==> config.mk <==
export PLATFORM = sky130hd
export DESIGN_NAME = snake_frame_builder
export DESIGN_NICKNAME = d
export VERILOG_FILES = /design/src/rtl/snake_frame_builder.sv
export SDC_FILE = /design/constraint.sdc
export NUM_CORES = 1
export LEC_CHECK = 0
export BUFFER_PORTS_ARGS = -buffer_cell sky130_fd_sc_hd__buf_2
export CAP_MARGIN = 20
export CORE_ASPECT_RATIO = 2
export CORE_MARGIN = 1.5
export CORE_UTILIZATION = 45
export DETAILED_ROUTE_END_ITERATION = 10
export PLACE_DENSITY = 0.65
export SETUP_SLACK_MARGIN = 0.15
export SLEW_MARGIN = 20
export SYNTH_ARGS = -nofsm -noshare
export SYNTH_HDL_FRONTEND = slang
export SYNTH_SLANG_ARGS = --single-unit
==> constraint.sdc <==
create_clock -name i_clk -period 5.6 [get_ports i_clk]
set_input_delay 0.28 -clock i_clk [delete_from_list [all_inputs] [get_ports i_clk]]
set_output_delay 0.28 -clock i_clk [all_outputs]
set_load 0.005 [all_outputs]
==> src/rtl/snake_frame_builder.sv <==
// Snake-game frame rasteriser: snapshots food and body positions on start, draws
// them one point per cycle into a back buffer, then swaps it onto the LED frame.
module snake_frame_builder #(
  parameter  int GRID_W  = 16,
  parameter  int GRID_H  = 16,
  parameter  int COORD_W = 4,
  parameter  int MAX_LEN = 10,
  localparam int LEN_W   = $clog2(MAX_LEN + 1)
) (
  input  logic                           i_clk,
  input  logic                           i_rst,
  input  logic                           i_start,
  input  logic [2*COORD_W-1:0]           i_food,
  input  logic [LEN_W-1:0]               i_snake_len,
  input  logic [MAX_LEN*2*COORD_W-1:0]   i_snake_pos,
  output logic                           o_busy,
  output logic                           o_done,
  output logic [GRID_W*GRID_H-1:0]       o_frame,
  output logic                           o_hit_self,
  output logic                           o_ate_food,
  output logic                           o_oob
);
  localparam int PW   = 2 * COORD_W;
  localparam int NPIX = GRID_W * GRID_H;
  localparam int AW   = $clog2(NPIX);

  typedef enum logic [1:0] {S_IDLE, S_CLEAR, S_DRAW, S_SWAP} state_t;

  state_t                      r_state, w_next;
  logic [PW-1:0]               r_food;
  logic [MAX_LEN-1:0][PW-1:0]  r_seg;
  logic [LEN_W-1:0]            r_len, r_idx;
  logic [NPIX-1:0]             r_back;
  logic                        r_hit, r_ate, r_oob;

  logic [PW-1:0]               w_pt;
  logic [COORD_W-1:0]          w_x, w_y;
  logic                        w_inrange;
  logic [AW-1:0]               w_addr;
  logic [LEN_W-1:0]            w_len_clamp;

  assign o_busy      = (r_state != S_IDLE);
  assign w_len_clamp = (i_snake_len > LEN_W'(MAX_LEN)) ? LEN_W'(MAX_LEN) : i_snake_len;

  // idx 0 is the food, idx k is segment k-1
  always_comb begin
    w_pt = r_food;
    for (int k = 0; k < MAX_LEN; k++)
      if (r_idx == LEN_W'(k + 1)) w_pt = r_seg[k];
  end

  assign w_x       = w_pt[COORD_W-1:0];
  assign w_y       = w_pt[PW-1:COORD_W];
  assign w_inrange = ({1'b0, w_x} < (COORD_W+1)'(GRID_W)) &&
                     ({1'b0, w_y} < (COORD_W+1)'(GRID_H));
  assign w_addr    = AW'(int'(w_y) * GRID_W + int'(w_x));

  always_ff @(posedge i_clk) begin
    if (i_rst) r_state <= S_IDLE;
    else       r_state <= w_next;
  end

  always_comb begin
    w_next = r_state;
    case (r_state)
      S_IDLE:  if (i_start) w_next = S_CLEAR;
      S_CLEAR: w_next = S_DRAW;
      S_DRAW:  if (r_idx == r_len) w_next = S_SWAP;
      S_SWAP:  w_next = S_IDLE;
      default: w_next = S_IDLE;
    endcase
  end

  always_ff @(posedge i_clk) begin
    if (i_rst) begin
      r_food     <= '0;
      r_seg      <= '0;
      r_len      <= '0;
      r_idx      <= '0;
      r_back     <= '0;
      r_hit      <= 1'b0;
      r_ate      <= 1'b0;
      r_oob      <= 1'b0;
      o_done     <= 1'b0;
      o_frame    <= '0;
      o_hit_self <= 1'b0;
      o_ate_food <= 1'b0;
      o_oob      <= 1'b0;
    end else begin
      o_done <= 1'b0;
      case (r_state)
        S_IDLE: if (i_start) begin
          r_food <= i_food;
          r_seg  <= i_snake_pos;
          r_len  <= w_len_clamp;
        end
        S_CLEAR: begin
          r_back <= '0;
          r_idx  <= '0;
          r_hit  <= 1'b0;
          r_ate  <= 1'b0;
          r_oob  <= 1'b0;
        end
        S_DRAW: begin
          if (w_inrange) r_back[w_addr] <= 1'b1;
          else           r_oob <= 1'b1;
          if (r_idx == '0 && r_len != '0 && r_food == r_seg[0]) r_ate <= 1'b1;
          if (r_idx >= LEN_W'(2) && w_pt == r_seg[0])           r_hit <= 1'b1;
          if (r_idx != r_len) r_idx <= r_idx + 1'b1;
        end
        S_SWAP: begin
          o_frame    <= r_back;
          o_hit_self <= r_hit;
          o_ate_food <= r_ate;
          o_oob      <= r_oob;
          o_done     <= 1'b1;
        end
        default: ;
      endcase
    end
  end
endmodule

Word level (Yosys, flattened, before mapping)
Index checks and enable logic that the tools add are counted.
{ "totals": {"out_inout_bits": 261, "elab_cells": 88, "register_bits": 615} }
{ "op_classes": {"n_reduce_logical": 14, "n_mux": 24, "eq_ne": 22, "order_cmp": 4, "add_sub_neg": 2, "n_bitwise": 1} }
{ "ops": {"columns": ["op", "count"], "rows": [
  ["256-bit one-hot mux with 2 select lines", 1],
  ["256-bit bitwise OR", 1],
  ["8-bit two-way mux", 10],
  ["4-bit by 3-bit == test with 1-bit output (second input constant)", 4],
  ["8-bit == test", 2],
  ["4-bit == test (second input constant)", 3],
  ["2-bit inequality test (second input constant)", 5],
  ["2-bit AND reduction", 5],
  ["8-bit by 9-bit < comparator with 1-bit output (second input constant)", 1],
  ["8-bit by 4-bit adder with 8-bit output", 1],
  ["1-bit demux with 8-bit select", 1],
  ["4-bit by 2-bit == test with 1-bit output (second input constant)", 2],
  ["8-bit by 1-bit greater-or-equal comparator with 1-bit output (second input constant)", 1],
  ["4-bit two-way mux", 2],
  ["2-bit one-hot mux with 4 select lines", 1],
  ["4-bit one-hot mux with 2 select lines", 1],
  ["4-bit by 1-bit adder with 4-bit output (second input constant)", 1],
  ["2-bit == test (second input constant)", 2],
  ["4-bit by 1-bit == test with 1-bit output (second input constant)", 1],
  ["4-bit == test", 1],
  ["4-bit by 2-bit greater-or-equal comparator with 1-bit output (second input constant)", 1],
  ["4-bit > comparator (second input constant)", 1],
  ["1-bit logical AND", 4],
  ["4-bit zero test", 1],
  ["other kinds (8)", 14]
]} }

Longest topological paths before layout
{ "depth": {"depth_word": 18, "depth_mapped": 15} }

Worst setup path after synthesis
OpenSTA, ideal clock, no wires.
{ "synth_timing": {"path_type": "reg-to-reg", "startpoint": "register r_idx[0]", "endpoint": "register r_hit", "t_arrival_ps": 2811, "stages_incl_launch_ff": 13, "setup_ps": 74, "period_less_slack_ps": 2885, "path_buffers": 2, "setup_slack_ps": 2715, "path_cell_list": "dfxtp_1 inv_1 ha_1 buf_2 buf_6 or3b_2 a21oi_1 mux2i_1 nand4_1 a2111oi_0 o2111ai_1 a2111o_1 o21ai_0"} }
{ "synth_between": {"elab_chain_cells": 15, "elab_cells_between_ends": 25, "classes_between": "order compare (1); eq/ne (12); mux (10); reduce/logical (2)"} }
{ "synth_lines": {"columns": ["item", "line_no", "rtl"], "rows": [
  ["start: declaration", "32", "logic [LEN_W-1:0] r_len, r_idx;"],
  ["start signal: assignment", "109", "if (r_idx != r_len) r_idx <= r_idx + 1'b1;"],
  ["4-bit by 1-bit == test with 1-bit output", "49", "if (r_idx == LEN_W'(k + 1)) w_pt = r_seg[k];"],
  ["8-bit two-way mux (10 in series)", "49", null],
  ["8-bit == test", "108", "if (r_idx >= LEN_W'(2) && w_pt == r_seg[0]) r_hit <= 1'b1;"],
  ["1-bit logical AND (*)", "108", null],
  ["2-bit inequality test (no source line) (*)", null, null],
  ["2-bit AND reduction (no source line) (*)", null, null],
  ["end signal: assignment", "81", "r_hit <= 1'b0;"],
  ["end signal: assignment", "100", "r_hit <= 1'b0;"],
  ["end signal: assignment", "108", null],
  ["end: declaration", "34", "logic r_hit, r_ate, r_oob;"]
]} }
Mark *: on every way between the ends. The rest lies on a longest branch, timed or not.
A chain may end at the register's enable or synchronous reset.

Final worst setup path
{ "layout_timing": {"startpoint": "register r_idx[1]", "endpoint": "register r_back[215]"} }
{ "layout_between": {"elab_chain_cells": 18, "elab_cells_between_ends": 28, "classes_between": "add/sub (1); order compare (2); eq/ne (10); mux (13); bitwise (1); reduce/logical (1)"} }
{ "layout_lines": {"columns": ["item", "line_no", "rtl"], "rows": [
  ["4-bit by 1-bit == test with 1-bit output", "49", null],
  ["8-bit two-way mux (9 in series)", "49", null],
  ["8-bit two-way mux (*)", "49", null],
  ["8-bit by 4-bit adder with 8-bit output (*)", "56", "assign w_addr = AW'(int'(w_y) * GRID_W + int'(w_x));"],
  ["8-bit by 9-bit < comparator with 1-bit output (not written as such) / 8-bit by 1-bit greater-or-equal comparator with 1-bit output (equally long branches)", "105", "if (w_inrange) r_back[w_addr] <= 1'b1;"],
  ["1-bit logical AND (not written as such)", "105", null],
  ["1-bit two-way mux (not written as such)", "105", null],
  ["1-bit demux with 8-bit select (*)", "105", null],
  ["256-bit bitwise OR (no source line) (*)", null, null],
  ["256-bit one-hot mux with 2 select lines (*)", "91", "case (r_state)"],
  ["end signal: assignment", "80", "r_back <= '0;"],
  ["end signal: assignment", "98", "r_back <= '0;"],
  ["end signal: indexed assignment", "105", null],
  ["end: declaration", "33", "logic [NPIX-1:0] r_back;"]
]} }
Marks and branches as above.

==> run_results.csv <==
group,metric,value,unit
yosys,synth_area,0.0226,mm2
timing,fin_tns_setup,0,ps
cells_and_area,nFillCells,4382,
die,die_area,0.0516,mm2
yosys,async_flop_share,0,%
placement,dpl.cell_count,3173,
cells_and_area,area_growth,21.0,%
placement,gp_congestion,0.903,
worst_setup_path,crit_arrival,4890,ps
worst_setup_path,crit_path_start_kind,"flip-flop",
worst_hold_path,min_delay_path_depth,3,
placement,numPortBuffers,354,
yosys,synth_top_family_by_area,"compound AO/OA/AOI/OAI gates",
pwr,totalPowerFinal,10.3,mW
yosys,synth_mux_area_share,11.6,%
route,ant_nets,0,
yosys,syn-num-nets,2423,
yosys,syn_area_per_cell,9.74,um2
yosys,synth.ff_latch_count,615,
yosys,yosysWarnings,0,
global_route,grt_pass1_vias,17837,
clock_network,clock_sinks,615,
die,core_region_area,0.0498,mm2
cells_and_area,nets,2776,
outcome,run_status,"complete, no violations",
timing,rsz0062_at_grt,"false",
die,initial_utilization,45.4,%
cells_and_area,multiInputGateArea,0.00938,mm2
pwr,leakage,10.8,nW
pwr,power_density,377,mW/mm2
worst_setup_path,required,6100,ps
yosys,synth_ff_type,"dfxtp_1",
worst_setup_path,reg2reg_depth,9,
timing,tightest_slew,1120,ps
clock_network,insertion_delay,610,ps
clock_network,root_buffer,"clkbuf_16",
route,firstDrtPassIters,5,
clock_network,post_cts_buffers,0,
flow_run,drv_cap,0,
worst_setup_path,cp_max_fo,29,
die,rows,116,
cells_and_area,n_antenna_cell,0,
route,wl,74300,um
yosys,synth.area.top_cells,"dfxtp_1 55%, mux2i_1 12%, a22o_1 5.9%, nand2_1 5.2%, nor2_1 5.2%",
yosys,synth-seq-area-share,54.5,%
cells_and_area,postLayoutCoreUtil,54.9,%
worst_setup_path,end_kind,"flip-flop",
global_route,grt_max_degree,137,
global_route,gr-usage-all-layers,28.1,%
clock_network,cts_buffers,52,
clock_network,clockBufferDepth,3,
global_route,grt-ovfl-total,0,
clock_network,clk_pin_slew,70,ps
yosys,synth_edf_count,0,
die,io_pins,356,
timing,hold_viol,0,
timing,max_freq,0.228,GHz
yosys,yosys.area_share.simple,14.1,%
yosys,yosysUniqueCellTypes,83,
placement,hpwl,51800,um
cells_and_area,drive_gt1_share,18.9,%
timing,relSlewSlack,25.2,%
yosys,synth_compound_area_share,14.6,%
yosys,synthAdderAreaFrac,0.554,%
route,vias_per_cell,5.45,
placement,placed_area,0.0246,mm2
global_route,antenna_found_initial,0,
yosys,syn-instance-count,2318,
worst_setup_path,rr_endpoint,"r_back[215]",
worst_setup_path,worst-r2r-setup-slack,1210,ps
yosys,synthXorXnorAreaFrac,0.504,%
global_route,grt_pass1_wl,110000,um
yosys,yosysTopAreaCellShare,54.5,%
cells_and_area,instances_no_fill,3361,
timing,skew,12.9,ps
worst_setup_path,reg2reg_from,"r_idx[1]",
clock_network,ctsResizeCount,0,
timing,finalCritPeriodShare,78.4,%
worst_hold_path,whs_endpoint,"r_state[0]",
clock_network,cts_tree,"done",
clock_network,cts_hold_buf,93,
cells_and_area,ff_latch_area,0.0123,mm2
route,drt_iter0_markers,1263,
timing,setup_viol,0,
yosys,yosysTopAreaCell,"dfxtp_1",
worst_hold_path,hold_start,"i_start",
cells_and_area,final_area,0.0273,mm2
route,vias,18306,
worst_setup_path,crit_type,"reg2reg",
die,die_h,320,um
die,die_w,161,um
timing,drv_slew,0,
timing,period_needed,4390,ps
route,drc_errors,0,
pwr,ir_drop,0.350,mV
worst_hold_path,hold_path_class,"in2reg",
clock_network,cts.htree.levels,2,
route,drt-wirelength-per-cell,22.1,um
-- worst max-delay path: stages (launching register included) --
cell     delay, ps
dfxtp_1        480
ha_1           840
buf_4          440
a21oi_1        110
o21ai_0        710
o31ai_4        120
nor2_1         130
buf_4          160
nand3_1        780
o31ai_1        510
-- state kept, by name (all words and copies together), names as in the netlist --
| signal | cells |
|---|---|
| o_ate_food | 1 |
| o_done | 1 |
| o_frame | 256 |
| o_hit_self | 1 |
| r_ate | 1 |
| r_back | 256 |
| r_food | 8 |
| r_hit | 1 |
| r_idx | 4 |
| r_len | 4 |
| r_seg | 80 |
| r_state | 2 |
-- how the worst max path moves through the flow --
| stage | cells past startpoint | slack [ps] | start | endpoint |
|---|---|---|---|---|
| 6_report | 9 | 1210 | r_idx[1] | r_back[215] |
| 2_1_floorplan | 12 | 2710 | r_idx[0] | r_hit |
| 3_3_place_gp | 11 | 1340 | r_idx[0] | r_back[215] |
| 5_1_grt | 11 | 1040 | r_idx[0] | r_back[215] |
| 3_5_place_dp | 11 | 1270 | r_idx[0] | r_back[215] |
| 4_1_cts | 11 | 1250 | r_idx[0] | r_back[215] |
-- cell usage after synthesis, types with 12 or more instances --
library cell and number:
dfxtp_1 615, o21ai_0 99, a31oi_1 23, buf_1 30
buf_2 24, nand2_1 313, o21ai_1 12, a21oi_1 125
a22o_1 152, buf_6 12, buf_4 12, clkbuf_1 94
mux2i_1 261, inv_1 19, nor2_1 311
-- final cells by class --
class | instances | area share, %
clock inverters | 19 | 0.843
well taps | 649 | 2.97
repair buffers | 477 | 10.9
clock buffers | 76 | 5.68
inverters | 19 | 0.261
flip-flops and latches | 615 | 45.1
multi-input cells | 1506 | 34.3
-- cells in the final DEF, fill, tap and decap left out, types with 6 or more instances in the layout --
| master | Yosys | layout |
|---|---|---|
| dfxtp_1 | 615 | 615 |
| buf_2 | 24 | 353 |
| nand2_1 | 313 | 312 |
| nor2_1 | 311 | 311 |
| mux2i_1 | 261 | 261 |
| a22o_1 | 152 | 152 |
| a21oi_1 | 125 | 124 |
| o21ai_0 | 99 | 99 |
| dlygate4sd3_1 | 0 | 93 |
| clkbuf_16 | 0 | 53 |
| buf_4 | 12 | 27 |
| a31oi_1 | 23 | 23 |
| inv_1 | 19 | 19 |
| clkbuf_8 | 0 | 14 |
| o21ai_1 | 12 | 12 |
| and3_1 | 11 | 11 |
| nand3b_1 | 10 | 10 |
| nand2b_1 | 10 | 10 |
| nor3_1 | 10 | 10 |
| nand3_1 | 9 | 9 |
| xor2_1 | 9 | 9 |
| o31ai_1 | 9 | 9 |
| a211oi_1 | 9 | 9 |
| ha_1 | 10 | 9 |
| clkbuf_1 | 94 | 9 |
| nor2b_1 | 8 | 8 |
| or3_1 | 7 | 7 |
| o21a_1 | 6 | 6 |
-- power breakdown --
| part | switching [mW] | leakage (nW) | internal (mW) | total, mW |
|---|---|---|---|---|
| combinational | 1.31 | 5.01 | 0.541 | 1.85 |
| clock | 1.65 | 0.863 | 2.12 | 3.77 |
| sequential | 0.154 | 4.96 | 4.51 | 4.66 |
-- metal layers --
| layer | vias to the layer above | share of wire (%) | global-route usage (%) | routed length (um) |
|---|---|---|---|---|
| met5 | - | 0 | 0 | 0 |
| met4 | 0 | 5.2 | 14.0 | 3860 |
| met3 | 152 | 4.6 | 3.67 | 3400 |
| met2 | 611 | 54 | 53.3 | 40000 |
| met1 | 8838 | 36 | 29.8 | 27100 |
| li1 | 8705 | - | - | - |
-- cells by family (layout without fill, tap and decap cells) --
family,after synthesis,in the layout
AO/OA/AOI/OAI,482,482
other,1,1
multiplexers,262,262
flip-flops,615,615
adder cells (fa/ha/maj),10,10
XOR/XNOR,13,13
AND/OR/NAND/NOR,738,738
buffers and inverters,197,591
-- per-stage QoR --
step	worst slack, ps	hold slack (ps)
floorplan	2710	416
global placement	1340	433
detailed placement	1270	442
CTS	1250	70.5
global route	1040	108
finish	1210	107
Power figures use the tool's default switching activity.
